## src/rtl/mac_pkg.sv

```systemverilog
// Shared state encoding and default widths for the dot-product sequencer and the MAC units it drives.
package mac_pkg;

  localparam int MAC_DATA_WIDTH      = 16;
  localparam int MAC_ACC_WIDTH       = 32;
  localparam int MAC_MAX_LEN         = 64;
  localparam int MAC_LATENCY_DEFAULT = 2;

  typedef enum logic [2:0] {
    ST_IDLE  = 3'd0,
    ST_CLEAR = 3'd1,
    ST_ISSUE = 3'd2,
    ST_DRAIN = 3'd3,
    ST_DONE  = 3'd4
  } seq_state_t;

endpackage

```

## src/rtl/mac_dot_sequencer.sv

```systemverilog
// Streams A/B operand pairs from memory into an external MAC, waits out its pipeline,
// then presents the accumulated dot product on a valid/ready output.
module mac_dot_sequencer
  import mac_pkg::*;
#(
  parameter int DATA_WIDTH  = MAC_DATA_WIDTH,
  parameter int ACC_WIDTH   = MAC_ACC_WIDTH,
  parameter int MAX_LEN     = MAC_MAX_LEN,
  parameter int MAC_LATENCY = MAC_LATENCY_DEFAULT,
  parameter int ADDR_WIDTH  = $clog2(MAX_LEN)
) (
  input  logic                         clk,
  input  logic                         reset_n,
  input  logic                         start,
  input  logic        [ADDR_WIDTH:0]   len,
  output logic                         busy,
  output logic                         err,
  output logic                         rd_en,
  output logic        [ADDR_WIDTH-1:0] rd_addr,
  input  logic signed [DATA_WIDTH-1:0] a_data,
  input  logic signed [DATA_WIDTH-1:0] b_data,
  output logic signed [DATA_WIDTH-1:0] mac_multiplier,
  output logic signed [DATA_WIDTH-1:0] mac_multiplicand,
  output logic                         mac_valid,
  output logic                         mac_clear,
  input  logic signed [ACC_WIDTH-1:0]  mac_result,
  output logic signed [ACC_WIDTH-1:0]  out_data,
  output logic                         out_valid,
  input  logic                         out_ready
);

  localparam int LEN_W   = ADDR_WIDTH + 1;
  localparam int DRAIN_W = $clog2(MAC_LATENCY + 1) + 1;

  seq_state_t         state;
  logic [LEN_W-1:0]   len_q;
  logic [LEN_W-1:0]   elem_cnt;
  logic [DRAIN_W-1:0] drain_cnt;
  logic               len_ok;

  assign len_ok = (len != '0) && (len <= LEN_W'(MAX_LEN));

  assign busy      = (state != ST_IDLE);
  assign mac_clear = (state == ST_CLEAR);
  assign rd_en     = (state == ST_ISSUE);
  assign rd_addr   = rd_en ? elem_cnt[ADDR_WIDTH-1:0] : '0;

  // Memory read data lines up with the registered mac_valid, so operands pass straight through.
  assign mac_multiplier   = a_data;
  assign mac_multiplicand = b_data;

  always_ff @(posedge clk or negedge reset_n) begin
    if (!reset_n) begin
      state     <= ST_IDLE;
      len_q     <= '0;
      elem_cnt  <= '0;
      drain_cnt <= '0;
      err       <= 1'b0;
      mac_valid <= 1'b0;
      out_valid <= 1'b0;
      out_data  <= '0;
    end else begin
      err       <= 1'b0;
      mac_valid <= rd_en;
      case (state)
        ST_IDLE: begin
          if (start) begin
            if (len_ok) begin
              len_q    <= len;
              elem_cnt <= '0;
              state    <= ST_CLEAR;
            end else begin
              err <= 1'b1;
            end
          end
        end
        ST_CLEAR: state <= ST_ISSUE;
        ST_ISSUE: begin
          if (elem_cnt == len_q - LEN_W'(1)) begin
            drain_cnt <= '0;
            state     <= ST_DRAIN;
          end else begin
            elem_cnt <= elem_cnt + LEN_W'(1);
          end
        end
        // The first DRAIN cycle carries the final mac_valid; MAC_LATENCY more cycles let it settle.
        ST_DRAIN: begin
          if (drain_cnt == DRAIN_W'(MAC_LATENCY)) begin
            out_data  <= mac_result;
            out_valid <= 1'b1;
            state     <= ST_DONE;
          end else begin
            drain_cnt <= drain_cnt + DRAIN_W'(1);
          end
        end
        ST_DONE: begin
          if (out_ready) begin
            out_valid <= 1'b0;
            state     <= ST_IDLE;
          end
        end
        default: state <= ST_IDLE;
      endcase
    end
  end

endmodule

```

## config.mk

```make
export PLATFORM = sky130hd
export DESIGN_NAME = mac_dot_sequencer
export DESIGN_NICKNAME = d
export VERILOG_FILES = /design/src/rtl/mac_pkg.sv /design/src/rtl/mac_dot_sequencer.sv
export SDC_FILE = /design/constraint.sdc
export NUM_CORES = 1
export LEC_CHECK = 0
export BUFFER_PORTS_ARGS = -buffer_cell sky130_fd_sc_hd__buf_2
export CORE_MARGIN = 3
export CORE_UTILIZATION = 30
export DETAILED_ROUTE_END_ITERATION = 8
export SLEW_MARGIN = 20
export SYNTH_ARGS = -nofsm -noshare
export SYNTH_HDL_FRONTEND = slang
export SYNTH_SLANG_ARGS = --single-unit
```

## constraint.sdc

```tcl
create_clock -name clk -period 2.5 [get_ports clk]
set_clock_uncertainty 0.05 [all_clocks]
set_input_delay 0.25 -clock clk [delete_from_list [all_inputs] [get_ports clk]]
set_output_delay 0.25 -clock clk [all_outputs]
set_load 0.05 [all_outputs]
```

==> flow_metrics.env, run 1 <==
export IMPL_seq_area_frac_synth_pct=48.9
export IMPL_clk_latency_ps=310
export IMPL_root_buffer="clkbuf_8"
export IMPL_dieWidth_microns=103
export IMPL_cpMaxStageDelayCell="dfrtp_1"
export IMPL_grt_antenna_before_repair=0
export IMPL_grt_pass1_vias=1997
export IMPL_regToRegSetupSlack_ps=180
export IMPL_hold_viol_final=0
export IMPL_start_util_pct=31.5
export IMPL_clk_pin_slew_ps=110
export IMPL_synth_top_cell_area_share_pct=48.9
export IMPL_critical_path_class="reg -> reg"
export IMPL_p_seq_share_pct=30.8
export IMPL_arrival_ps=2510
export IMPL_place_congestion=0.803
export IMPL_synthArstFlopShare_pct=100
export IMPL_dpl_hpwl_microns=4540
export IMPL_vias_per_cell=4.74
export IMPL_ys_top_cells_by_count="dfrtp_1 (55), buf_4 (32), mux2_2 (32)"
export IMPL_io_buffers=86
export IMPL_first_iter_violations=27
export IMPL_slew_headroom_pct=48.2
export IMPL_syn_to_final_growth_pct=18.3
export IMPL_power_leakage_uw=0.00168
export IMPL_wl_per_cell_microns=14.6
export IMPL_yosys_warnings=0
export IMPL_setup_viol=0
export IMPL_cts_made_buffers=5
export IMPL_vdd_drop_max_mv=0.773
export IMPL_design_core_area_sq_um=8930
export IMPL_clkSinkCount=55
export IMPL_p_per_area_nw_per_um2=1530
export IMPL_drcViolationCount=0
export IMPL_synth_area_sq_um=2810
export IMPL_tns_ps=0
export IMPL_critPathBufInv=2
export IMPL_grt_usage_pct=11.6
export IMPL_crit_fanout=10
export IMPL_overflow=0
export IMPL_wl_microns=6010
export IMPL_post_cts_buffers=0
export IMPL_ys_ff_latch=55
export IMPL_grt_pass1_wl_microns=9720
export IMPL_pwr_share_comb_pct=56.8
export IMPL_antenna_cells=0
export IMPL_vias=1947
export IMPL_dieArea_sq_um=10600
export IMPL_fmax_mhz=432
export IMPL_switching_share_pct=50.0
export IMPL_min_delay_path_class="in -> reg"
export IMPL_layout_drive_gt1_share_pct=48.2
export IMPL_nFillCells=897
export IMPL_required_ps=2690
export IMPL_tightest_slew_ps=777
export IMPL_drt_antenna_violating_nets=0
export IMPL_rsz0062_at_grt="false"
export IMPL_dr_pass1_iters=4
export IMPL_die_h_microns=103
export IMPL_min_period_over_period_pct=92.7
export IMPL_fin_area_sq_um=3330
export IMPL_yosysTopAreaCell="dfrtp_1"
export IMPL_power_switching_uw=2550
export IMPL_synth_edff_count=0
export IMPL_postSynthCellCount=237
export IMPL_cts_tree="built"
export IMPL_grt_max_degree=35
export IMPL_p_int_uw=2540
export IMPL_yosysMostFrequentCell="dfrtp_1"
export IMPL_synth_area_leaders="dfrtp_1 (49%), mux2_2 (13%), buf_4 (8.5%)"
export IMPL_start_kind="flip-flop"
export IMPL_crit_path_cell_trace="inv_1, ha_1, xnor3_1, a32oi_1, a2111oi_4, buf_4, a2111oi_2, mux2i_1"
export IMPL_finalWorstPathRequiredPeriod_ps=2320
export IMPL_ios=151
export IMPL_crit_path_end_kind="flip-flop"
export IMPL_power_share_clock_pct=12.4
export IMPL_place_area_sq_um=3190
export IMPL_status="completed"
export IMPL_cts_path_max_buffers=2
export IMPL_drv_cap=0
export IMPL_crit_family="compound AO/OA/AOI/OAI gates"
export IMPL_syn_avg_cell_area_sq_um=11.9
export IMPL_fin_nets=381
export IMPL_cts_max_level=2
export IMPL_ys_flop_type="dfrtp_1"
export IMPL_drv_slew=0
export IMPL_synth_nets=316
export IMPL_cpPeakStageDelay_ps=430
export IMPL_synth_distinct_cells=44
export IMPL_fp_row_count=34
[power by group through the flow]
stage                     Combinational [uW]  Sequential (uW)  Clock [uW]
after CTS                               2910             1580         661
after global placement                  2870             1570           0
after global routing                    3080             1640         692
final                                   2890             1570         630
after detailed placement                2900             1580           0
after floorplan                         1410             2360           0
[placed cells by master (no fill, tap or decap), types with 3 or more instances in the layout]
cell type  synthesis  routed
a21oi_1            3       3
and2_1             5       5
nand2_1           12      12
mux2_4             4       4
o21ai_0            3       3
nand4_1            4       4
buf_2              1      86
dfrtp_1           55      55
mux2_2            32      32
nand2b_1           5       5
ha_1               4       4
xnor2_1            7       7
buf_4             32      10
inv_1              8       8
clkbuf_8           0       5
nor3_1             6       6
nand3_1            7       7
nor2b_1            3       3
mux2i_1            5       5
nor2_1             4       4
[per-stage QoR]
stage               std cells  util [%]  total power [uW]  setup slack [ps]  hold slack (ps)
global placement          402      35.8              4440               173              330
floorplan                 237         -              3770               104            -95.6
detailed placement        402      35.8              4480              55.0              337
global route              411      37.3              5400              27.8             65.6
CTS                       411      37.2              5140              43.0             65.0
finish                    411      37.3              5090               183             78.0
[registers in the layout (all words and copies together), names as in the netlist]
name / cells
mac_valid: 1
len_q: 7
drain_cnt: 3
err: 1
out_data: 32
state: 3
out_valid: 1
elem_cnt: 7
[final timing paths]
path,from,cells after the start,end
worst max-delay path,len_q[1]$_DFFE_PN0P_,8,elem_cnt[3]$_DFFE_PN0P_
worst min-delay path,out_ready,2,state[2]$_DFFE_PN0P_
worst max register to register,len_q[1]$_DFFE_PN0P_,8,elem_cnt[3]$_DFFE_PN0P_
worst min register to register,out_valid$_DFFE_PN0P_,1,out_valid$_DFFE_PN0P_
max in group asynchronous,reset_n,3,out_data[29]$_DFFE_PN0P_
min in group asynchronous,reset_n,2,out_data[14]$_DFFE_PN0P_
[routing by layer]
metal / global-route usage, % / vias up / wire, microns
li1: - / 926 / -
met3: 4.74 / 18 / 599
met1: 15.5 / 922 / 2690
met2: 16.9 / 81 / 2600
met5: 0 / - / 0
met4: 4.58 / 0 / 117
[logic make-up after synthesis]
group	count (synthesis)	share of synthesized area (%)
compound gates	24	6.76
xor+xnor	10	3.60
fa+ha+maj	4	1.78
buf+inv	48	11.2
flops	55	48.9
mux	43	17.5
simple gates	53	10.2
[area by class of cell]
class                           instances  area (sq um)  share of cell area, %
Timing Repair Buffer                   98           536                   16.1
Clock inverter                          3          50.0                   1.50
Tap cell                              108           135                   4.06
Multi-Input combinational cell        134          1130                   34.0
Clock buffer                            5          68.8                   2.07
Sequential cell                        55          1380                   41.3
Inverter                                8          30.0                  0.902
[timing repair]
item | CTS | global route
endpoints found under the setup margin | 0 | 1
hold buffers | 1 | 0
hold endpoints to repair | 26 | 0
gates resized for setup | 0 | 2
Power figures use the tool's default switching activity.
==> run 2: changes to the inputs <==
Settings changed: PLACE_DENSITY from default to 0.67.
==> run 2 against run 1 <==
Compared with the run above: largest cell class unchanged; the flow now finishes with violations (negative hold slack); clock power is 20% lower; total power down 2.6%; flip-flop and latch count unchanged; final area shrank 1.4%; sequential share of layout area rose by 0.60 points; worst hold slack worse by 79 ps; critical path type unchanged; via count grew 1.4%.
==> flow_metrics.env, run 2 (same netlist as run 1, synthesis figures left out) <==
export IMPL_status="finished with violations"
export IMPL_violations="negative hold slack"
export IMPL_vias=1975
export IMPL_regMostFlops="out_data"
export IMPL_rsz0062_at_grt="false"
export IMPL_critical_path_class="reg -> reg"
export IMPL_r2r_end="elem_cnt[3]$_DFFE_PN0P_"
export IMPL_layout_drive_gt1_share_pct=48.3
export IMPL_power_leakage_uw=0.00165
export IMPL_dr_pass1_iters=4
export IMPL_largest_reg_flops=32
export IMPL_drv_cap=0
export IMPL_post_cts_buffers=0
export IMPL_setup_viol=0
export IMPL_cts_max_level=2
export IMPL_grt_antenna_before_repair=0
export IMPL_regToRegSetupSlack_ps=180
export IMPL_syn_to_final_growth_pct=16.6
export IMPL_cts_made_buffers=5
export IMPL_first_iter_violations=63
export IMPL_p_per_area_nw_per_um2=1510
export IMPL_largestRegisters="out_data x32, elem_cnt x7, len_q x7"
export IMPL_crit_path_end_kind="flip-flop"
export IMPL_dieArea_sq_um=10600
export IMPL_wl_microns=5870
export IMPL_place_area_sq_um=3180
export IMPL_cts_tree="built"
export IMPL_final_util_pct=36.7
export IMPL_ctsHoldBuffers=0
export IMPL_grt_usage_pct=11.5
export IMPL_overflow=0
export IMPL_finalWorstPathRequiredPeriod_ps=2320
export IMPL_vdd_drop_max_mv=0.881
export IMPL_min_period_over_period_pct=92.9
export IMPL_ios=151
export IMPL_dieWidth_microns=103
export IMPL_clkSinkCount=55
export IMPL_place_inst=402
export IMPL_fp_row_count=34
export IMPL_fin_area_sq_um=3280
export IMPL_design_core_area_sq_um=8930
export IMPL_whs_ps=-0.643
export IMPL_slew_headroom_pct=53.0
export IMPL_arrival_ps=2510
export IMPL_grt_pass1_vias=2049
export IMPL_grt_max_degree=56
export IMPL_cpMaxStageDelayCell="dfrtp_1"
export IMPL_fmax_mhz=431
export IMPL_min_delay_path_class="in -> async"
export IMPL_grt_pass1_wl_microns=9630
export IMPL_hold_viol_final=1
export IMPL_cts_resized=0
export IMPL_start_util_pct=31.5
export IMPL_clk_latency_ps=310
export IMPL_regToRegStartpoint="len_q[1]$_DFFE_PN0P_"
export IMPL_layout_commonest_cell="buf_2"
export IMPL_tightest_slew_ps=705
export IMPL_tns_ps=0
export IMPL_antenna_cells=0
export IMPL_die_h_microns=103
export IMPL_crit_path_cell_trace="inv_1, ha_1, xnor3_1, a32oi_1, a2111oi_4, buf_4, a2111oi_2, mux2i_1"
export IMPL_cts_path_max_buffers=2
export IMPL_wl_per_cell_microns=14.3
export IMPL_vias_per_cell=4.82
export IMPL_r2r_cells=8
export IMPL_start_kind="flip-flop"
export IMPL_io_buffers=86
export IMPL_cpPeakStageDelay_ps=420
export IMPL_dpl_hpwl_microns=4380
export IMPL_mostFrequentLayoutCells="buf_2 (86), dfrtp_1 (55), mux2_2 (32), nand2_1 (12), buf_4 (11)"
export IMPL_crit_fanout=10
export IMPL_place_congestion=0.834
export IMPL_clk_pin_slew_ps=100
export IMPL_nFillCells=908
export IMPL_root_buffer="clkbuf_8"
export IMPL_drv_slew=0
export IMPL_drt_antenna_violating_nets=0
export IMPL_finalNonFillerCells=410
export IMPL_fin_nets=380
export IMPL_drcViolationCount=0
export IMPL_required_ps=2690
==> run 2: worst max-delay path by stage <==
stage                               startpoint                 endpoint  slack (ps)
final                     len_q[1]$_DFFE_PN0P_  elem_cnt[3]$_DFFE_PN0P_         180
after global routing      len_q[1]$_DFFE_PN0P_  elem_cnt[3]$_DFFE_PN0P_          80
after CTS                 len_q[1]$_DFFE_PN0P_  elem_cnt[3]$_DFFE_PN0P_          40
after detailed placement  len_q[1]$_DFFE_PN0P_  elem_cnt[3]$_DFFE_PN0P_          50
after global placement    len_q[1]$_DFFE_PN0P_  elem_cnt[3]$_DFFE_PN0P_         170
after floorplan           state[1]$_DFFE_PN0P_  elem_cnt[4]$_DFFE_PN0P_         100
==> run 2: power by group <==
part           leakage, uW  internal (uW)  switching [uW]
sequential        0.000697           1280             284
combinational     0.000913            946            1940
clock            0.0000443            201             302
==> run 2: routing by layer <==
| metal | vias to the layer above | part of all wire [%] | wire (microns) | track usage [%] |
|---|---|---|---|---|
| met5 | - | 0 | 0 | 0 |
| met4 | 0 | 1.2 | 70 | 3.29 |
| met3 | 14 | 9.0 | 529 | 4.40 |
| met2 | 82 | 47 | 2790 | 17.8 |
| met1 | 958 | 42 | 2490 | 15.1 |
| li1 | 921 | - | - | - |
==> run 2: cell type report <==
cell class,instances,area (sq um),area share (%)
Timing Repair Buffer,97,513,15.6
Clock inverter,3,25.0,0.762
Inverter,8,30.0,0.915
Tap cell,108,135,4.12
Multi-Input combinational cell,134,1130,34.5
Clock buffer,5,68.8,2.10
Sequential cell,55,1380,41.9
==> run 2: critical path, delay by kind of cell (launching register included) <==
kind                     cells  cell delay, ps
XOR/XNOR                     1             330
multiplexers                 1             220
AO/OA/AOI/OAI                3             760
flip-flops                   1             420
adder cells (fa/ha/maj)      1             230
buffers and inverters        2             250
==> run 2: stage by stage <==
| stage | power (uW) | setup WS, ps |
|---|---|---|
| after global placement | 4430 | 167 |
| after global routing | 5280 | 76.7 |
| final | 4960 | 179 |
| after CTS | 5010 | 35.7 |
| after detailed placement | 4480 | 46.6 |
| after floorplan | 3770 | 104 |
==> run 3: changes to the inputs <==
Settings changed: REMOVE_ABC_BUFFERS from default to 1.
==> run 3 against run 2 <==
Compared with the run above: the run now ends clean; non-clock buffer count fell by 2; sequential power about the same; critical path depth is the same; combinational power is 2% lower; clock-buffer cell count unchanged; largest power group unchanged.
==> flow_metrics.env, run 3 (same netlist as run 1, synthesis figures left out) <==
export IMPL_place_area_sq_um=3160
export IMPL_crit_family="compound AO/OA/AOI/OAI gates"
export IMPL_grt_usage_pct=13.0
export IMPL_overflow=0
export IMPL_antenna_cells=0
export IMPL_power_leakage_uw=0.00164
export IMPL_vias=1968
export IMPL_cpMaxStageDelayCell="dfrtp_1"
export IMPL_p_per_area_nw_per_um2=1510
export IMPL_p_int_uw=2410
export IMPL_grt_pass1_wl_microns=10500
export IMPL_power_share_clock_pct=10.6
export IMPL_fin_area_sq_um=3260
export IMPL_status="completed"
export IMPL_drv_cap=0
export IMPL_cts_tree="built"
export IMPL_layout_commonest_cell="buf_2"
export IMPL_grt_antenna_before_repair=1
export IMPL_fin_nets=378
export IMPL_power_switching_uw=2520
export IMPL_dr_pass1_iters=4
export IMPL_mostFrequentLayoutCells="buf_2 (86), dfrtp_1 (55), mux2_2 (32), nand2_1 (12), buf_4 (9)"
export IMPL_nFillCells=893
export IMPL_crit_path_end_kind="flip-flop"
export IMPL_ctsHoldBuffers=0
export IMPL_slew_headroom_pct=53.8
export IMPL_start_util_pct=31.5
export IMPL_critical_path_class="reg -> reg"
export IMPL_cts_path_max_buffers=2
export IMPL_regMostFlops="out_data"
export IMPL_grt_max_degree=56
export IMPL_final_seq_area_sq_um=1380
export IMPL_start_kind="flip-flop"
export IMPL_die_h_microns=103
export IMPL_drt_antenna_violating_nets=0
export IMPL_largestRegisters="out_data x32, elem_cnt x7, len_q x7"
export IMPL_vdd_drop_max_mv=0.712
export IMPL_design_core_area_sq_um=8930
export IMPL_first_iter_violations=50
export IMPL_regToRegSetupSlack_ps=200
export IMPL_crit_path_cell_trace="inv_1, ha_1, xnor3_1, a32oi_1, a2111oi_4, buf_4, a2111oi_2, mux2i_1"
export IMPL_layout_drive_gt1_share_pct=48.0
export IMPL_dieArea_sq_um=10600
export IMPL_cts_max_level=2
export IMPL_clk_pin_slew_ps=100
export IMPL_fmax_mhz=435
export IMPL_cts_resized=0
export IMPL_ios=151
export IMPL_min_period_over_period_pct=92.0
export IMPL_clkSinkCount=55
export IMPL_io_buffers=86
export IMPL_multi_input_area_sq_um=1130
export IMPL_min_delay_path_class="in -> async"
export IMPL_r2r_cells=8
export IMPL_tightest_slew_ps=694
export IMPL_root_buffer="clkbuf_8"
export IMPL_pwr_share_comb_pct=57.4
export IMPL_setup_viol=0
export IMPL_largest_reg_flops=32
export IMPL_p_seq_share_pct=32.0
export IMPL_dpl_hpwl_microns=5230
export IMPL_arrival_ps=2490
export IMPL_drcViolationCount=0
export IMPL_tns_ps=0
export IMPL_grt_pass1_vias=1988
export IMPL_place_congestion=0.825
export IMPL_vias_per_cell=4.82
export IMPL_post_cts_buffers=0
export IMPL_wl_per_cell_microns=16.9
export IMPL_rsz0062_at_grt="false"
export IMPL_switching_share_pct=51.1
export IMPL_finalWorstPathRequiredPeriod_ps=2300
export IMPL_required_ps=2690
export IMPL_hold_viol_final=0
export IMPL_cpPeakStageDelay_ps=420
export IMPL_regToRegStartpoint="len_q[1]$_DFFE_PN0P_"
export IMPL_syn_to_final_growth_pct=16.0
export IMPL_dieWidth_microns=103
export IMPL_wl_microns=6890
export IMPL_cts_made_buffers=5
export IMPL_r2r_end="elem_cnt[3]$_DFFE_PN0P_"
export IMPL_clk_latency_ps=310
export IMPL_fp_row_count=34
export IMPL_drv_slew=0
export IMPL_critPathBufInv=2
export IMPL_crit_fanout=10
==> run 3: area by class of cell <==
type                       instances  share of cell area (%)
clock buffer                       5                    2.11
sequential                        55                    42.2
multi-input combinational        134                    34.5
inverter                           8                   0.920
tap                              108                    4.14
timing repair buffer              95                    15.3
clock inverter                     3                   0.844
==> run 3: how the worst max path moves through the flow <==
stage | startpoint | endpoint | slack (ps) | cells past startpoint
floorplan | state[1]$_DFFE_PN0P_ | elem_cnt[4]$_DFFE_PN0P_ | -50 | 6
global placement | len_q[1]$_DFFE_PN0P_ | elem_cnt[3]$_DFFE_PN0P_ | 170 | 8
detailed placement | len_q[1]$_DFFE_PN0P_ | elem_cnt[3]$_DFFE_PN0P_ | 50 | 8
CTS | len_q[1]$_DFFE_PN0P_ | elem_cnt[3]$_DFFE_PN0P_ | 30 | 8
global route | len_q[1]$_DFFE_PN0P_ | elem_cnt[3]$_DFFE_PN0P_ | 50 | 8
finish | len_q[1]$_DFFE_PN0P_ | elem_cnt[3]$_DFFE_PN0P_ | 200 | 8
==> run 3: worst reg2reg max path, cell delays in order, from the launching register on <==
cell and delay [ps]:
dfrtp_1 420, inv_1 70, ha_1 220, xnor3_1 340, a32oi_1 260, a2111oi_4 90
buf_4 180, a2111oi_2 400, mux2i_1 210
==> run 3: routing by layer <==
layer	routed length, microns	track usage [%]	up-vias
li1	-	-	913
met1	3020	17.1	935
met2	2880	17.2	112
met3	923	9.20	6
met4	60	2.99	2
met5	7	0	-
==> run 3: metrics by stage <==
| step | cells | util [%] | power [uW] | setup WS (ps) | hold slack [ps] |
|---|---|---|---|---|---|
| global placement | 400 | 35.4 | 4380 | 169 | 383 |
| floorplan | 197 | - | 3600 | -54.2 | -95.6 |
| CTS | 408 | 36.5 | 4980 | 29.8 | 40.4 |
| global route | 408 | 36.5 | 5260 | 47.9 | 55.6 |
| finish | 408 | 36.5 | 4930 | 199 | 0.0283 |
| detailed placement | 400 | 35.4 | 4440 | 54.6 | 383 |
==> run 3: power groups by stage <==
stage / Combinational, uW / Sequential (uW) / Clock (uW)
6_report: 2830 / 1580 / 520
5_1_grt: 3030 / 1650 / 581
4_1_cts: 2850 / 1590 / 546
3_5_place_dp: 2850 / 1600 / 0
3_3_place_gp: 2800 / 1580 / 0
2_1_floorplan: 1230 / 2370 / 0
